==> src/rtl/pc_next_unit.sv <==
// Program-counter stage of the Mini RISC core: next-PC selection, halt/resume
// control and a saturating taken-branch counter for debug visibility.
module pc_next_unit #(
  parameter logic [31:0] RESET_PC    = 32'h0000_0000,
  parameter logic [5:0]  HALT_OPCODE = 6'b111111
) (
  input  logic        clk,
  input  logic        rst,
  input  logic        stall,
  input  logic [5:0]  opcode,
  input  logic        is_branch,
  input  logic [15:0] branch_offset,
  input  logic        resume,
  output logic [31:0] pc_out,
  output logic [31:0] pc_plus4,
  output logic        halted,
  output logic [15:0] taken_cnt
);

  typedef enum logic {
    RUN    = 1'b0,
    HALTED = 1'b1
  } state_t;

  state_t      state;
  state_t      state_next;
  logic [31:0] pc_next;
  logic [15:0] cnt_next;
  logic [29:0] offset_words;
  logic [31:0] branch_target;

  assign pc_plus4      = pc_out + 32'd4;
  assign offset_words  = {{14{branch_offset[15]}}, branch_offset};
  assign branch_target = pc_plus4 + {offset_words, 2'b00};

  // NOTE: every signal gets its hold value first so no path through the
  // decision tree leaves one unassigned, which would infer a latch.
  always_comb begin
    state_next = state;
    pc_next    = pc_out;
    cnt_next   = taken_cnt;
    if (!stall) begin
      case (state)
        RUN: begin
          // A halt leaves pc_out on the halt instruction itself.
          if (opcode == HALT_OPCODE) begin
            state_next = HALTED;
          end else if (is_branch) begin
            pc_next = branch_target;
            if (taken_cnt != 16'hFFFF) cnt_next = taken_cnt + 16'd1;
          end else begin
            pc_next = pc_plus4;
          end
        end
        HALTED: begin
          if (resume) begin
            pc_next    = pc_plus4;
            state_next = RUN;
          end
        end
        default: state_next = RUN;
      endcase
    end
  end

  // NOTE: state registers use non-blocking assignments so every flop samples
  // the values from before the edge, independent of statement order.
  always_ff @(posedge clk) begin
    if (rst) begin
      state     <= RUN;
      pc_out    <= RESET_PC;
      taken_cnt <= 16'd0;
    end else begin
      state     <= state_next;
      pc_out    <= pc_next;
      taken_cnt <= cnt_next;
    end
  end

  assign halted = (state == HALTED);

endmodule
==> config.mk <==
export PLATFORM = sky130hd
export DESIGN_NAME = pc_next_unit
export DESIGN_NICKNAME = d
export VERILOG_FILES = /design/src/rtl/pc_next_unit.sv
export SDC_FILE = /design/constraint.sdc
export NUM_CORES = 1
export LEC_CHECK = 0
export ABC_AREA = 1
export BUFFER_PORTS_ARGS = -buffer_cell sky130_fd_sc_hd__buf_2
export CORE_UTILIZATION = 32
export CTS_BUF_LIST = sky130_fd_sc_hd__clkbuf_4 sky130_fd_sc_hd__clkbuf_8 sky130_fd_sc_hd__clkbuf_16
export CTS_CLUSTER_DIAMETER = 50
export DETAILED_ROUTE_END_ITERATION = 10
export GPL_TIMING_DRIVEN = 0
export PLACE_DENSITY = 0.58
export SYNTH_ARGS = -nofsm -noshare
export SYNTH_HDL_FRONTEND = slang
export SYNTH_SLANG_ARGS = --single-unit
==> constraint.sdc <==
create_clock -name clk -period 5.2 [get_ports clk]
set_input_delay 1.04 -clock clk [delete_from_list [all_inputs] [get_ports clk]]
set_output_delay 1.04 -clock clk [all_outputs]
set_load 0.02 [all_outputs]
## Yosys cells after proc, flatten, opt, wreduce, memory -nomap -nowiden

Cells that the tools add are included.

| storage, ports and cells | value |
|---|---|
| bits in registers | 49 |
| output and inout bits | 81 |
| logic and storage cells | 22 |

| cells by class | value |
|---|---|
| add/subtract/negate cells | 3 |
| eq/ne operators | 4 |
| mux-type cells | 7 |
| bitwise gates (word level) | 3 |
| reductions and logical operators | 2 |

Operators with widths:

| kind | count |
|---|---|
| 32-bit two-way mux | 3 |
| 32-bit case mux with 2 select lines | 1 |
| 32-bit by 3-bit adder with 32-bit output (second input constant) | 1 |
| 32-bit adder | 1 |
| 16-bit by 1-bit adder with 16-bit output (second input constant) | 1 |
| 16-bit != test (second input constant) | 1 |
| 6-bit == test (second input constant) | 1 |
| 5-bit AND reduction | 1 |
| 2-bit != test (second input constant) | 2 |
| 1-bit NOT | 3 |
| 3-bit AND reduction | 1 |
| 1-bit two-way mux | 2 |
| 1-bit case mux with 2 select lines | 1 |

## Depth between registers and ports, before layout

| logic depth | value |
|---|---|
| depth after elaboration | 5 |
| depth in mapped cells | 23 |
| depth with buffers taken out | 23 |

## Worst setup path after synthesis

OpenSTA, ideal clock, no wires.

| timing path | value |
|---|---|
| path kind | register to register |
| from | register pc_out[2] |
| to | register pc_out[27] |
| setup time | 66 ps |
| arrival time | 2753 ps |
| slack | 2381 ps |
| stages on the path, launching flop included | 19 |
| path buffers | 0 |
| period minus slack after synthesis | 2819 ps |
| cell sequence | dfxtp_1 > ha_1 > inv_1 > nor2_2 > nand2_2 > inv_2 > nand4_1 > xor2_1 > inv_1 > ha_1 > a21oi_1 > nand2_1 > a21oi_1 > nor2_1 > nor2_1 > nand2_1 > nand2_1 > nand3_1 > a21oi_2 |

| between the ends | value |
|---|---|
| longest elaborated chain between the ends | 5 |

RTL lines:

| item | line | source |
|---|---|---|
| start, declared | 14 | `output logic [31:0] pc_out,` |
| start signal, assigned | 75 | `pc_out <= pc_next;` |
| 32-bit by 3-bit adder with 32-bit output | 32 | `assign pc_plus4 = pc_out + 32'd4;` |
| via pc_plus4[18] | 15 | `output logic [31:0] pc_plus4,` |
| 32-bit adder | 34 | `assign branch_target = pc_plus4 + {offset_words, 2'b00};` |
| 32-bit two-way mux | 48 | `end else if (is_branch) begin` |
| 32-bit two-way mux | 46 | `if (opcode == HALT_OPCODE) begin` |
| 32-bit case mux with 2 select lines | 43 | `case (state)` |

The timed path passes the listed nets, and every way through them passes these cells. The select of a mux whose other input is x is not followed.
A chain may end at the register's enable or synchronous reset.

## Worst setup path after layout

| timing path | value |
|---|---|
| from | register pc_out[2] |
| to | register pc_out[27] |

| between the ends | value |
|---|---|
| longest elaborated chain between the ends | 5 |

RTL lines:

| item | line |
|---|---|
| 32-bit by 3-bit adder with 32-bit output (*) | 32 |
| 32-bit adder | 34 |
| 32-bit two-way mux | 48 |
| 32-bit two-way mux | 46 |
| 32-bit case mux with 2 select lines (*) | 43 |

Every way passes the cells marked *; elsewhere a longest branch is shown, timed or not. The select of a mux whose other input is x is not followed.

==> flow_metrics.env <==
export IMPL_r2r_cells=18
export IMPL_placed_area_um2=6150
export IMPL_cts_tree="built"
export IMPL_start_util_pct=33.2
export IMPL_yosysWarnings=0
export IMPL_wl_per_cell_um=14.7
export IMPL_p_seq_share_pct=31.2
export IMPL_clk_latency_ns=0.29
export IMPL_critPathTopFamily="simple AND/OR/NAND/NOR gates"
export IMPL_hold_path_class="flip-flop to flip-flop"
export IMPL_die_h_um=131
export IMPL_rsz0062_at_grt="false"
export IMPL_final_cell_mix="nand2_1, inv_1, buf_2"
export IMPL_die_w_um=131
export IMPL_setup_violations=0
export IMPL_post_cts_buffers=0
export IMPL_finalCritPeriodShare_pct=62.0
export IMPL_io_pins=108
export IMPL_synth_enable_flop_cells=0
export IMPL_num_vias=6023
export IMPL_clkSinkCount=47
export IMPL_synthCells=912
export IMPL_clkTransAtPathRegs_ns=0.07
export IMPL_path_buf_inv=3
export IMPL_drt_initial_drc_count=292
export IMPL_hold_violations=0
export IMPL_ir_drop_uv=130
export IMPL_cp_arrival_ns=3.46
export IMPL_combPwrFrac_pct=40.6
export IMPL_dieArea_um2=17200
export IMPL_grt_pass1_vias=5579
export IMPL_cts_made_buffers=5
export IMPL_finalClockSkew_ns=0.00752
export IMPL_period_minus_slack_ns=3.22
export IMPL_end_kind="flip-flop"
export IMPL_synth_distinct_cells=46
export IMPL_final_common_cell="nand2_1"
export IMPL_hold_depth=2
export IMPL_rr_endpoint="pc_out[27]"
export IMPL_fmaxAchievable_mhz=310
export IMPL_root_buffer="clkbuf_16"
export IMPL_status="complete, no violations"
export IMPL_switching_power_mw=0.553
export IMPL_design_area_um2=6320
export IMPL_fin_setup_tns_ns=0
export IMPL_grt_total_usage_pct=21.1
export IMPL_drive_gt1_share_pct=16.6
export IMPL_cp_slowest_cell="dfxtp_1"
export IMPL_grt_ovfl_total=0
export IMPL_holdCritStartpoint="halted"
export IMPL_path_max_fanout=6
export IMPL_crit_type="flip-flop to flip-flop"
export IMPL_clkPwrFrac_pct=28.2
export IMPL_wirelength_mm=18.3
export IMPL_antenna_cells=0
export IMPL_power_internal_mw=0.799
export IMPL_htree_levels=2
export IMPL_crit_chain="ha_1 -> inv_1 -> nor2_2 -> nand2_2 -> inv_2 -> nand4_1 -> xor2_1 -> inv_1 -> ha_1 -> a21oi_1 -> nand2_1 -> a21oi_1 -> nor2_1 -> nor2_1 -> nand2_1 -> nand2_1 -> nand3_1 -> a21oi_2"
export IMPL_hold_buffers=0
export IMPL_startpoint_type="flip-flop"
export IMPL_clock_path_buffers=2
export IMPL_worst_pin_slew_ns=0.587
export IMPL_drtAntennaViolNets=0
export IMPL_maxSlewViolCount=0
export IMPL_synth_ff_type="dfxtp_1"
export IMPL_vias_per_cell=4.85
export IMPL_swShare_pct=40.9
export IMPL_critPathMaxStageDelay_ns=0.43
export IMPL_power_density_nw_per_um2=214
export IMPL_hold_slack_ns=0.485
export IMPL_avgSynthCellArea_um2=5.87
export IMPL_reg2reg_slack_ns=1.98
export IMPL_leakage_nw=3.40
export IMPL_dr_pass1_iters=5
export IMPL_ys_seq_area_share_pct=17.6
export IMPL_synthToLayoutAreaGrowth_pct=18.1
export IMPL_ys_ff_latch=47
export IMPL_dp_hpwl_mm=15.2
export IMPL_slew_headroom_pct=60.8
export IMPL_numPortBuffers=103
export IMPL_layout_nets=1091
export IMPL_netlist_area_um2=5350
export IMPL_crit_top_cell="nand2_1"
export IMPL_grt_pass1_wl_mm=28.8
export IMPL_coreArea_um2=16100
export IMPL_grt_max_degree=22
export IMPL_async_flop_share_pct=0
export IMPL_reg2reg_from="pc_out[2]"
export IMPL_required_ns=5.43
export IMPL_cts_resized=0
export IMPL_drc=0
export IMPL_grt_antenna_before_repair=0
export IMPL_hold_end="halted"
export IMPL_rows=46
export IMPL_maxCapViolations=0
export IMPL_place_gp_congestion=0.922
==> routing by layer <==
metal	track usage, %	share of wire [%]	wire length, µm	vias up
li1	-	-	-	3152
met1	28.3	48	8730	2693
met2	35.8	46	8330	156
met3	1.54	4.2	770	22
met4	6.46	2.5	459	0
met5	0	0	0	-
==> final cells by class <==
class / instances / area (µm²)
clock inverter: 2 / 35.0
multi-input combinational: 710 / 3810
inverter: 140 / 526
timing repair buffer: 103 / 515
buffer: 18 / 91.3
tap: 216 / 270
clock buffer: 6 / 139
sequential: 47 / 941
fill: 1842 / 9790
==> worst register-to-register path: stages (launching register included) <==
cell and delay, ns:
dfxtp_1 0.43, ha_1 0.22, inv_1 0.06, nor2_2 0.18, nand2_2 0.09, inv_2 0.09
nand4_1 0.12, xor2_1 0.25, inv_1 0.14, ha_1 0.38, a21oi_1 0.32, nand2_1 0.13
a21oi_1 0.23, nor2_1 0.09, nor2_1 0.13, nand2_1 0.07, nand2_1 0.05, nand3_1 0.08
a21oi_2 0.12
==> state kept, by name, indices dropped and copies added (netlist names) <==
register,flops
pc_out,30
taken_cnt,16
halted,1
==> metrics by stage <==
step                      instances  worst slack [ns]  total power [mW]  utilization (%)
after global placement         1234              2.04             0.970             38.2
after detailed placement       1234              2.04             0.972             38.2
after floorplan                 915              2.38             0.798                -
after global routing           1242              1.70              1.43             39.2
final                          1242              1.98              1.35             39.2
after CTS                      1242              2.01              1.35             39.2
==> cell usage after synthesis (3+ instances only) <==
master    count  area, µm²
nand4_1      17        106
o21ai_1       6       30.0
dfxtp_1      47        941
nand2_2      14       87.6
a21o_1        3       22.5
nand2_1     266        998
ha_1         38        475
and2_1        4       25.0
inv_1       132        495
nor2_4        5       56.3
nor3_1       12       60.1
nor2_1       79        297
buf_4         5       37.5
xnor2_1       9       78.8
o21ai_0      48        240
a21oi_2       4       35.0
a31oi_1       3       18.8
nor3_2        7       70.1
a21oi_1      59        295
inv_2         8       30.0
buf_2         4       20.0
nor2_2        4       25.0
clkbuf_1      8       30.0
o21bai_1      7       52.6
nand3_1      72        360
nand3b_1      5       37.5
xor2_1       24        210
==> how the worst max path moves through the flow <==
stage               startpoint         end  slack (ns)  cells after the start
global placement     pc_out[2]  pc_out[27]        2.04                     18
finish               pc_out[2]  pc_out[27]        1.98                     18
CTS                  pc_out[2]  pc_out[27]        2.01                     18
global route         pc_out[2]  pc_out[29]        1.70                     18
detailed placement   pc_out[2]  pc_out[27]        2.04                     18
floorplan            pc_out[2]  pc_out[27]        2.38                     18
==> cells by family (layout without fill, tap and decap cells) <==
kind of cell | count (synthesis) | count (layout) | synth area share [%]
and+or+nand+nor | 498 | 498 | 42.2
DFF | 47 | 47 | 17.6
buffers and inverters | 158 | 269 | 11.5
AOI/OAI and AO/OA | 135 | 135 | 13.7
other | 1 | 4 | 0.0701
xor gates and xnor gates | 34 | 34 | 5.70
adders and majority gates | 39 | 39 | 9.26
==> power by group through the flow <==
stage	sequential, mW	clock, mW	combinational [mW]
3_3_place_gp	0.428	0	0.542
2_1_floorplan	0.446	0	0.351
5_1_grt	0.425	0.400	0.610
3_5_place_dp	0.429	0	0.543
6_report	0.422	0.382	0.549
4_1_cts	0.421	0.386	0.545
Power figures use the tool's default switching activity.
